`config.mk`:
```
export PLATFORM = sky130hd
export DESIGN_NAME = rect_motion_ctl
export DESIGN_NICKNAME = d
export VERILOG_FILES = /design/src/rtl/rect_motion_ctl.sv
export SDC_FILE = /design/constraint.sdc
export NUM_CORES = 1
export LEC_CHECK = 0
export ABC_AREA = 1
export CORE_MARGIN = 3
export CORE_UTILIZATION = 46
export DETAILED_ROUTE_END_ITERATION = 8
export PLACE_DENSITY = 0.73
export SYNTH_ARGS = -nofsm -noshare
export SYNTH_HDL_FRONTEND = slang
export SYNTH_SLANG_ARGS = --single-unit
```
`constraint.sdc`:
```
create_clock -name clk -period 3 [get_ports clk]
set_input_delay 0.6 -clock clk [delete_from_list [all_inputs] [get_ports clk]]
set_output_delay 0.6 -clock clk [all_outputs]
set_load 0.02 [all_outputs]
```
`src/rtl/rect_motion_ctl.sv`:
```
// rect_motion_ctl: once-per-frame position scheduler for the on-screen rectangle.
// In IDLE it follows the mouse. A left click drops it under gravity, with damped
// bounces off the floor, until it comes to rest. All updates happen on the rising
// edge of vblnk, so the picture never tears mid-frame.
// Optional build macro RECT_CLAMP_EN: IDLE tracking clamps the rectangle so that
// it stays fully on screen.
module rect_motion_ctl #(
    parameter int GRAVITY      = 1,
    parameter int MAX_VEL      = 32,
    parameter int BOUNCE_SHIFT = 1,
    parameter int MIN_VEL      = 2,
    parameter int FLOOR_Y      = 704
) (
    input  logic        clk,
    input  logic        rst_n,
    input  logic        vblnk,
    input  logic [11:0] mouse_xpos,
    input  logic [11:0] mouse_ypos,
    input  logic        mouse_left,
    output logic [11:0] xpos,
    output logic [11:0] ypos,
    output logic        busy,
    output logic [1:0]  state
);

    // Screen and rectangle geometry (1024x768 mode, 48x64 rectangle).
    localparam int HOR_PIXELS  = 1024;
    localparam int RECT_LENGTH = 48;

    localparam logic [11:0] X_MAX = 12'(HOR_PIXELS - RECT_LENGTH);
    localparam logic [11:0] FLOOR = 12'(FLOOR_Y);
    localparam logic [7:0]  GRAV8 = 8'(GRAVITY);
    localparam logic [7:0]  MAXV8 = 8'(MAX_VEL);
    localparam logic [7:0]  MINV8 = 8'(MIN_VEL);

    typedef enum logic [1:0] {
        IDLE = 2'd0,
        FALL = 2'd1,
        RISE = 2'd2,
        REST = 2'd3
    } state_t;

    state_t      state_reg, state_next;
    logic [11:0] xpos_reg, xpos_next;
    logic [11:0] ypos_reg, ypos_next;
    logic [7:0]  vel_reg, vel_next;
    logic        click_pend_reg, click_pend_next;
    logic        vblnk_q, left_q;

    logic        tick;
    logic        press;
    logic        click;
    logic [12:0] y_sum;
    logic [8:0]  vel_sum;
    logic [7:0]  vb;

    // Frame tick and button press are single-cycle rising-edge pulses.
    assign tick  = vblnk & ~vblnk_q;
    assign press = mouse_left & ~left_q;
    // A press on the tick cycle itself counts as a click for that tick.
    assign click = click_pend_reg | press;

    // State and motion registers.
    always_ff @(posedge clk or negedge rst_n) begin
        if (!rst_n) begin
            state_reg      <= IDLE;
            xpos_reg       <= 12'd0;
            ypos_reg       <= 12'd0;
            vel_reg        <= 8'd0;
            click_pend_reg <= 1'b0;
            vblnk_q        <= 1'b0;
            left_q         <= 1'b0;
        end else begin
            state_reg      <= state_next;
            xpos_reg       <= xpos_next;
            ypos_reg       <= ypos_next;
            vel_reg        <= vel_next;
            click_pend_reg <= click_pend_next;
            vblnk_q        <= vblnk;
            left_q         <= mouse_left;
        end
    end

    // Next-state and motion arithmetic, evaluated only on a frame tick.
    always_comb begin
        state_next      = state_reg;
        xpos_next       = xpos_reg;
        ypos_next       = ypos_reg;
        vel_next        = vel_reg;
        click_pend_next = click_pend_reg;

        // 13-bit sum so a position near 4095 cannot wrap past the floor test.
        y_sum   = {1'b0, ypos_reg} + {5'd0, vel_reg};
        vel_sum = {1'b0, vel_reg} + {1'b0, GRAV8};
        vb      = vel_reg - (vel_reg >> BOUNCE_SHIFT);

        if (press) begin
            click_pend_next = 1'b1;
        end

        if (tick) begin
            // Any pending click is consumed by this tick, whether used or not.
            click_pend_next = 1'b0;
            case (state_reg)
                IDLE: begin
                    if (click) begin
                        state_next = FALL;
                        vel_next   = 8'd0;
                    end else begin
`ifdef RECT_CLAMP_EN
                        xpos_next = (mouse_xpos > X_MAX) ? X_MAX : mouse_xpos;
                        ypos_next = (mouse_ypos > FLOOR) ? FLOOR : mouse_ypos;
`else
                        xpos_next = mouse_xpos;
                        ypos_next = mouse_ypos;
`endif
                    end
                end
                FALL: begin
                    if (y_sum >= {1'b0, FLOOR}) begin
                        ypos_next = FLOOR;
                        if (vb < MINV8) begin
                            state_next = REST;
                            vel_next   = 8'd0;
                        end else begin
                            state_next = RISE;
                            vel_next   = vb;
                        end
                    end else begin
                        ypos_next = y_sum[11:0];
                        vel_next  = (vel_sum > {1'b0, MAXV8}) ? MAXV8 : vel_sum[7:0];
                    end
                end
                RISE: begin
                    if ({4'd0, vel_reg} >= ypos_reg) begin
                        // Would pass the top of the screen: stop at the ceiling.
                        state_next = FALL;
                        ypos_next  = 12'd0;
                        vel_next   = 8'd0;
                    end else if (vel_reg <= GRAV8) begin
                        // Apex of the bounce.
                        state_next = FALL;
                        ypos_next  = ypos_reg - {4'd0, vel_reg};
                        vel_next   = 8'd0;
                    end else begin
                        ypos_next = ypos_reg - {4'd0, vel_reg};
                        vel_next  = vel_reg - GRAV8;
                    end
                end
                REST: begin
                    if (click) begin
                        state_next = IDLE;
                    end
                end
                default: begin
                    state_next = IDLE;
                end
            endcase
        end
    end

    assign xpos  = xpos_reg;
    assign ypos  = ypos_reg;
    assign state = state_reg;
    assign busy  = (state_reg == FALL) || (state_reg == RISE);

endmodule

```
* Word level (Yosys, flattened, before mapping)
Cells that the tools add are included.
** Cells by class
- Bitwise logic cells :: 6
- Add/subtract/negate cells :: 5
- Muxes and demuxes :: 20
- Magnitude comparators :: 5
- Reductions and logical operators :: 8
- Eq/ne operators :: 8
** Operator list (count)
- two-way mux 8 bit :: 6
- two-way mux 12 bit :: 3
- case mux 12 bit (3 select lines) :: 1
- case mux 8 bit (3 select lines) :: 1
- adder 12 x 8 -> 13 bit :: 1
- >= comparator 13 x 10 -> 1 bit (second input constant) :: 1
- >= comparator 8 x 12 -> 1 bit :: 1
- subtractor 12 x 8 -> 12 bit :: 1
- two-way mux 2 bit :: 5
- adder 8 x 1 -> 9 bit (second input constant) :: 1
- > comparator 9 x 6 -> 1 bit (second input constant) :: 1
- AND reduction 3 bit :: 3
- less-or-equal comparator 8 x 1 -> 1 bit (second input constant) :: 1
- < comparator 8 x 2 -> 1 bit (second input constant) :: 1
- != test 2 bit (second input constant) :: 4
- case mux 2 bit (4 select lines) :: 1
- subtractor 8 x 1 -> 8 bit (second input constant) :: 1
- subtractor 8 x 7 -> 8 bit :: 1
- AND reduction 5 bit :: 1
- equality test 2 bit (second input constant) :: 2
- two-way mux 1 bit :: 3
- != test 3 bit (second input constant) :: 1
- NOT 1 bit :: 3
- nonzero test 3 bit :: 1
- 6 further kinds :: 7
** Storage, ports and cells
- Word-level logic and storage cells :: 59
- Input port bits :: 28
- Output and inout bits :: 27
- Bits in registers :: 37

* Depth between registers and ports, before layout
- Depth after elaboration :: 5
- Depth in mapped cells :: 19
- Mapped depth without buffers :: 18

* Least setup slack after synthesis
No wires, ideal clock.
- Path kind :: reg2reg
- Start point :: register vel_reg[2]
- End point :: register ypos_reg[6], in the netlist ypos[6]
- Stages on the path, launching flop included :: 18
- Setup slack :: 680 ps
- Buffers on the path :: 1
- Setup time :: 120 ps
- Data required time :: 2880 ps
- Data arrival time :: 2199 ps
- Clock period less this slack :: 2320 ps
- Cells stage by stage :: dfrtp_1 > inv_1 > ha_1 > buf_4 > nor2_2 > nand2_1 > nand3_2 > nand2_1 > nand2_2 > nand2_1 > nand2_1 > nand2_2 > nor2_8 > nand2_4 > nand2_2 > nand2_1 > o21ai_1 > nand2_1
** Between the ends
- Word-level cells in the longest chain between the ends :: 4
- Elaborated cells on any way between the ends :: 7
- Classes of those cells :: add/sub: 2; order compare: 2; mux: 3
** RTL lines
- from (decl) :: line 46 : logic [7:0] vel_reg, vel_next;
- from (signal assigned) :: line 77 : vel_reg <= vel_next;
- adder 12 x 8 -> 13 bit :: line 93 : y_sum = {1'b0, ypos_reg} + {5'd0, vel_reg};
- >= comparator 13 x 10 -> 1 bit :: line 120 : if (y_sum >= {1'b0, FLOOR}) begin
- two-way mux 12 bit :: line 120
- case mux 12 bit (3 select lines) * :: line 104 : case (state_reg)
- to (signal assigned) :: line 76 : ypos_reg <= ypos_next;
- to (decl) :: line 45 : logic [11:0] ypos_reg, ypos_next;
Every way passes the cells marked *; elsewhere a longest branch is shown, timed or not.
A chain may end at the register's enable or synchronous reset.

* Final worst setup path
- Start point :: register state_reg[0], in the netlist state[0]
- End point :: output port busy
** Between the ends
- Word-level cells in the longest chain between the ends :: 2
- Elaborated cells on any way between the ends :: 3
- Classes of those cells :: eq/ne: 2; reduce/logical: 1
** RTL lines
- from (decl) :: line 43 : state_t state_reg, state_next;
- from (signal assigned) :: line 74 : state_reg <= state_next;
- equality test 2 x 1 -> 1 bit / equality test 2 bit (equally long branches) :: line 165 : assign busy = (state_reg == FALL) || (state_reg == RISE);
- logical OR 1 bit * :: line 165
- to (decl) :: line 22 : output logic busy,
Marked as above.

==> flow_summary.yaml <==
setup_path:
  critPathMaxFanout: 19
  crit_type: "flip-flop to primary output"
  r2r_start: "vel_reg[2]"
  cp.arrival_ns: 2.06
  rrSetupSlack_ns: 0.35
  required_ns: 2.40
  end_kind: "primary output"
  critPathLaunchType: "flip-flop"
  timing.rr.end: "vel_reg[3]"
  rr_worst_depth: 16
floorplanning:
  io_pins: 55
  num_rows: 32
  chipHeight_um: 97.89
  die_w_um: 97.89
  start_util_pct: 48.74
  die-area_sq_um: 9581
  core-area_sq_um: 7968
clock_tree:
  numCtsBuffers: 5
  cts_hold_buf: 0
  clock_latency_ns: 0.30
  cts_setup_buffers: 0
  cts_max_level: 2
  clk_pin_slew_ns: 0.09
  cts_sinks: 37
  ctsResizeCount: 0
  clockRootBuffer: "clkbuf_8"
  cts_buffer_depth: 2
  tritoncts: "done"
pwr:
  pwr-share-clk_pct: 7.0
  seqPwrFrac_pct: 17.2
  ir_worst_vdd_v: 0.0007232
  intPower_uw: 2456
  p_sw_uw: 2963
  p_sw_share_pct: 54.67
  total_power_uw: 5419
  p_comb_share_pct: 75.8
  powerDensity_nw_per_um2: 1159
  power.leakage_uw: 0.002442
run_status:
  status: "completed"
timing:
  hold_ws_ns: 0.4385
  timing.fmax_mhz: 375.5
  hold_viol_final: 0
  maxSlewViolCount: 0
  rsz0062_at_grt: "no"
  period_share_pct: 88.77
  finalSetupViolCount: 0
  slew_headroom_pct: 37.74
  skew_ns: 0.004122
  tightest_slew_ns: 0.9339
  min_period_ns: 2.663
  final.setup.tns_ns: 0
routing:
  vias_per_cell: 5.300
  dr.pass1.iters: 5
  drt-wirelength-per-cell_um: 15.00
  route.detailed.drc: 0
  drt_first_iter_violations: 219
  wirelength_um: 10850
  vias: 3832
  drtAntennaViolNets: 0
synth:
  synth-seq-cells: 37
  synth.distinct_cells: 42
  synth_nets: 634
  yosysSeqAreaShare_pct: 23.84
  synth_area_leaders: "dfrtp_1 (24%), nand2_1 (15%), ha_1 (14%)"
  synth_top_area_cell: "dfrtp_1"
  synth_top_area_share_pct: 23.84
  synth_edf_count: 0
  netlist_instances: 558
  synth_area_per_cell_sq_um: 6.960
  synth_ff_type: "dfrtp_1"
  ys_top_cells_by_count: "nand2_1 (153), inv_1 (65), nor2_1 (57)"
  synth_area_sq_um: 3884
  yosys.cell_count.top_type: "nand2_1"
  async_flop_share_pct: 100.0
  yosysWarnings: 0
global_route:
  grt_pass1_vias: 3688
  grt_max_degree: 38
  grt_pass1_wl_um: 17990
  antenna_found_initial: 0
  overflow: 0
  track_usage_pct: 22.57
min_path:
  hold_class: "input pin to asynchronous set/reset pin"
cells_and_area:
  drive_gt1_share_pct: 10.63
  final_nets: 696
  fin_util_pct: 58.70
  area_delta_synth_final_pct: 20.43
  stdcell_count: 723
  antennaDiodeCount: 0
flow_run:
  cap_viol_max_count: 0
placed_design:
  dp_cells: 715
  gp_congestion: 1.116
  dp_hpwl_um: 8635
  port_buffers: 54
==> metal layers <==
metal | vias up | wire (um) | track usage [%]
met3 | 15 | 486 | 2.357
met2 | 102 | 5368 | 39.11
met1 | 1807 | 4804 | 30.01
met5 | - | 0 | 0
met4 | 0 | 188 | 5.857
li1 | 1908 | - | -
==> area by class of cell <==
cell class / count / area [sq um]
clock buffer: 5 / 68.82
clock inverter: 3 / 21.27
inverter: 71 / 267.8
timing repair buffer: 68 / 640.6
multi-input combinational: 437 / 2624
fill: 767 / 3291
sequential: 37 / 927.1
tap: 102 / 127.6
==> power by group through the flow <==
stage | Sequential (uW) | Clock (uW) | Combinational [uW]
final | 931 | 379 | 4110
after global routing | 965 | 403 | 4560
after CTS | 931 | 389 | 4080
after detailed placement | 941 | 0 | 4070
after global placement | 928 | 0 | 4020
after floorplan | 1100 | 0 | 2680
==> per-stage QoR <==
stage / setup WS (ns) / cell area [sq um]
floorplan: 0.6805 / 3884
global placement: 0.3913 / 4583
detailed placement: 0.2693 / 4583
CTS: 0.2545 / 4673
global route: 0.07999 / 4677
finish: 0.3369 / 4677
==> worst max-delay path by stage <==
stage	from	endpoint	slack, ns
after global placement	vel_reg[2]	vel_reg[3]	0.39
final	state[0]	busy	0.34
after detailed placement	vel_reg[2]	ypos[5]	0.27
after floorplan	vel_reg[2]	ypos[6]	0.68
after CTS	vel_reg[2]	ypos[5]	0.25
after global routing	vel_reg[2]	ypos[5]	0.08
==> critical path, cell delays in order (launching register included) <==
cell,delay (ns)
dfrtp_1,0.42
inv_1,0.09
ha_1,0.35
buf_4,0.26
clkdlybuf4s50_1,0.65
==> cells by family (layout without fill, tap and decap cells) <==
| group | Yosys count | after routing | synth area share (%) |
|---|---|---|---|
| compound gates | 55 | 55 | 8.215 |
| xor+xnor | 22 | 22 | 4.961 |
| fa+ha+maj | 48 | 48 | 16.04 |
| buf+inv | 84 | 147 | 8.666 |
| flops | 37 | 37 | 23.84 |
| mux | 12 | 12 | 3.479 |
| simple gates | 300 | 300 | 34.79 |
==> cells in the final DEF, fill, tap and decap left out, drive strengths merged <==
| cell type | synthesis | routed |
|---|---|---|
| nand3b | 3 | 3 |
| clkinvlp | 0 | 1 |
| clkinv | 1 | 2 |
| fa | 3 | 3 |
| xor2 | 19 | 19 |
| inv | 70 | 71 |
| or2 | 1 | 1 |
| o21ai | 21 | 21 |
| a32oi | 1 | 1 |
| a31oi | 2 | 2 |
| o211ai | 1 | 1 |
| clkbuf | 7 | 5 |
| a22oi | 1 | 1 |
| mux2 | 12 | 12 |
| ha | 45 | 45 |
| a21oi | 21 | 21 |
| nor2 | 63 | 63 |
| nand3 | 50 | 50 |
| o21a | 2 | 2 |
| buf | 6 | 15 |
| a21o | 2 | 2 |
| xnor2 | 3 | 3 |
| dfrtp | 37 | 37 |
| nand4 | 14 | 14 |
| and2 | 3 | 3 |
| nor3 | 6 | 6 |
| clkdlybuf4s50 | 0 | 53 |
| a211o | 1 | 1 |
| o21bai | 3 | 3 |
| nand2 | 160 | 160 |
(Power assumes the default switching activity.)
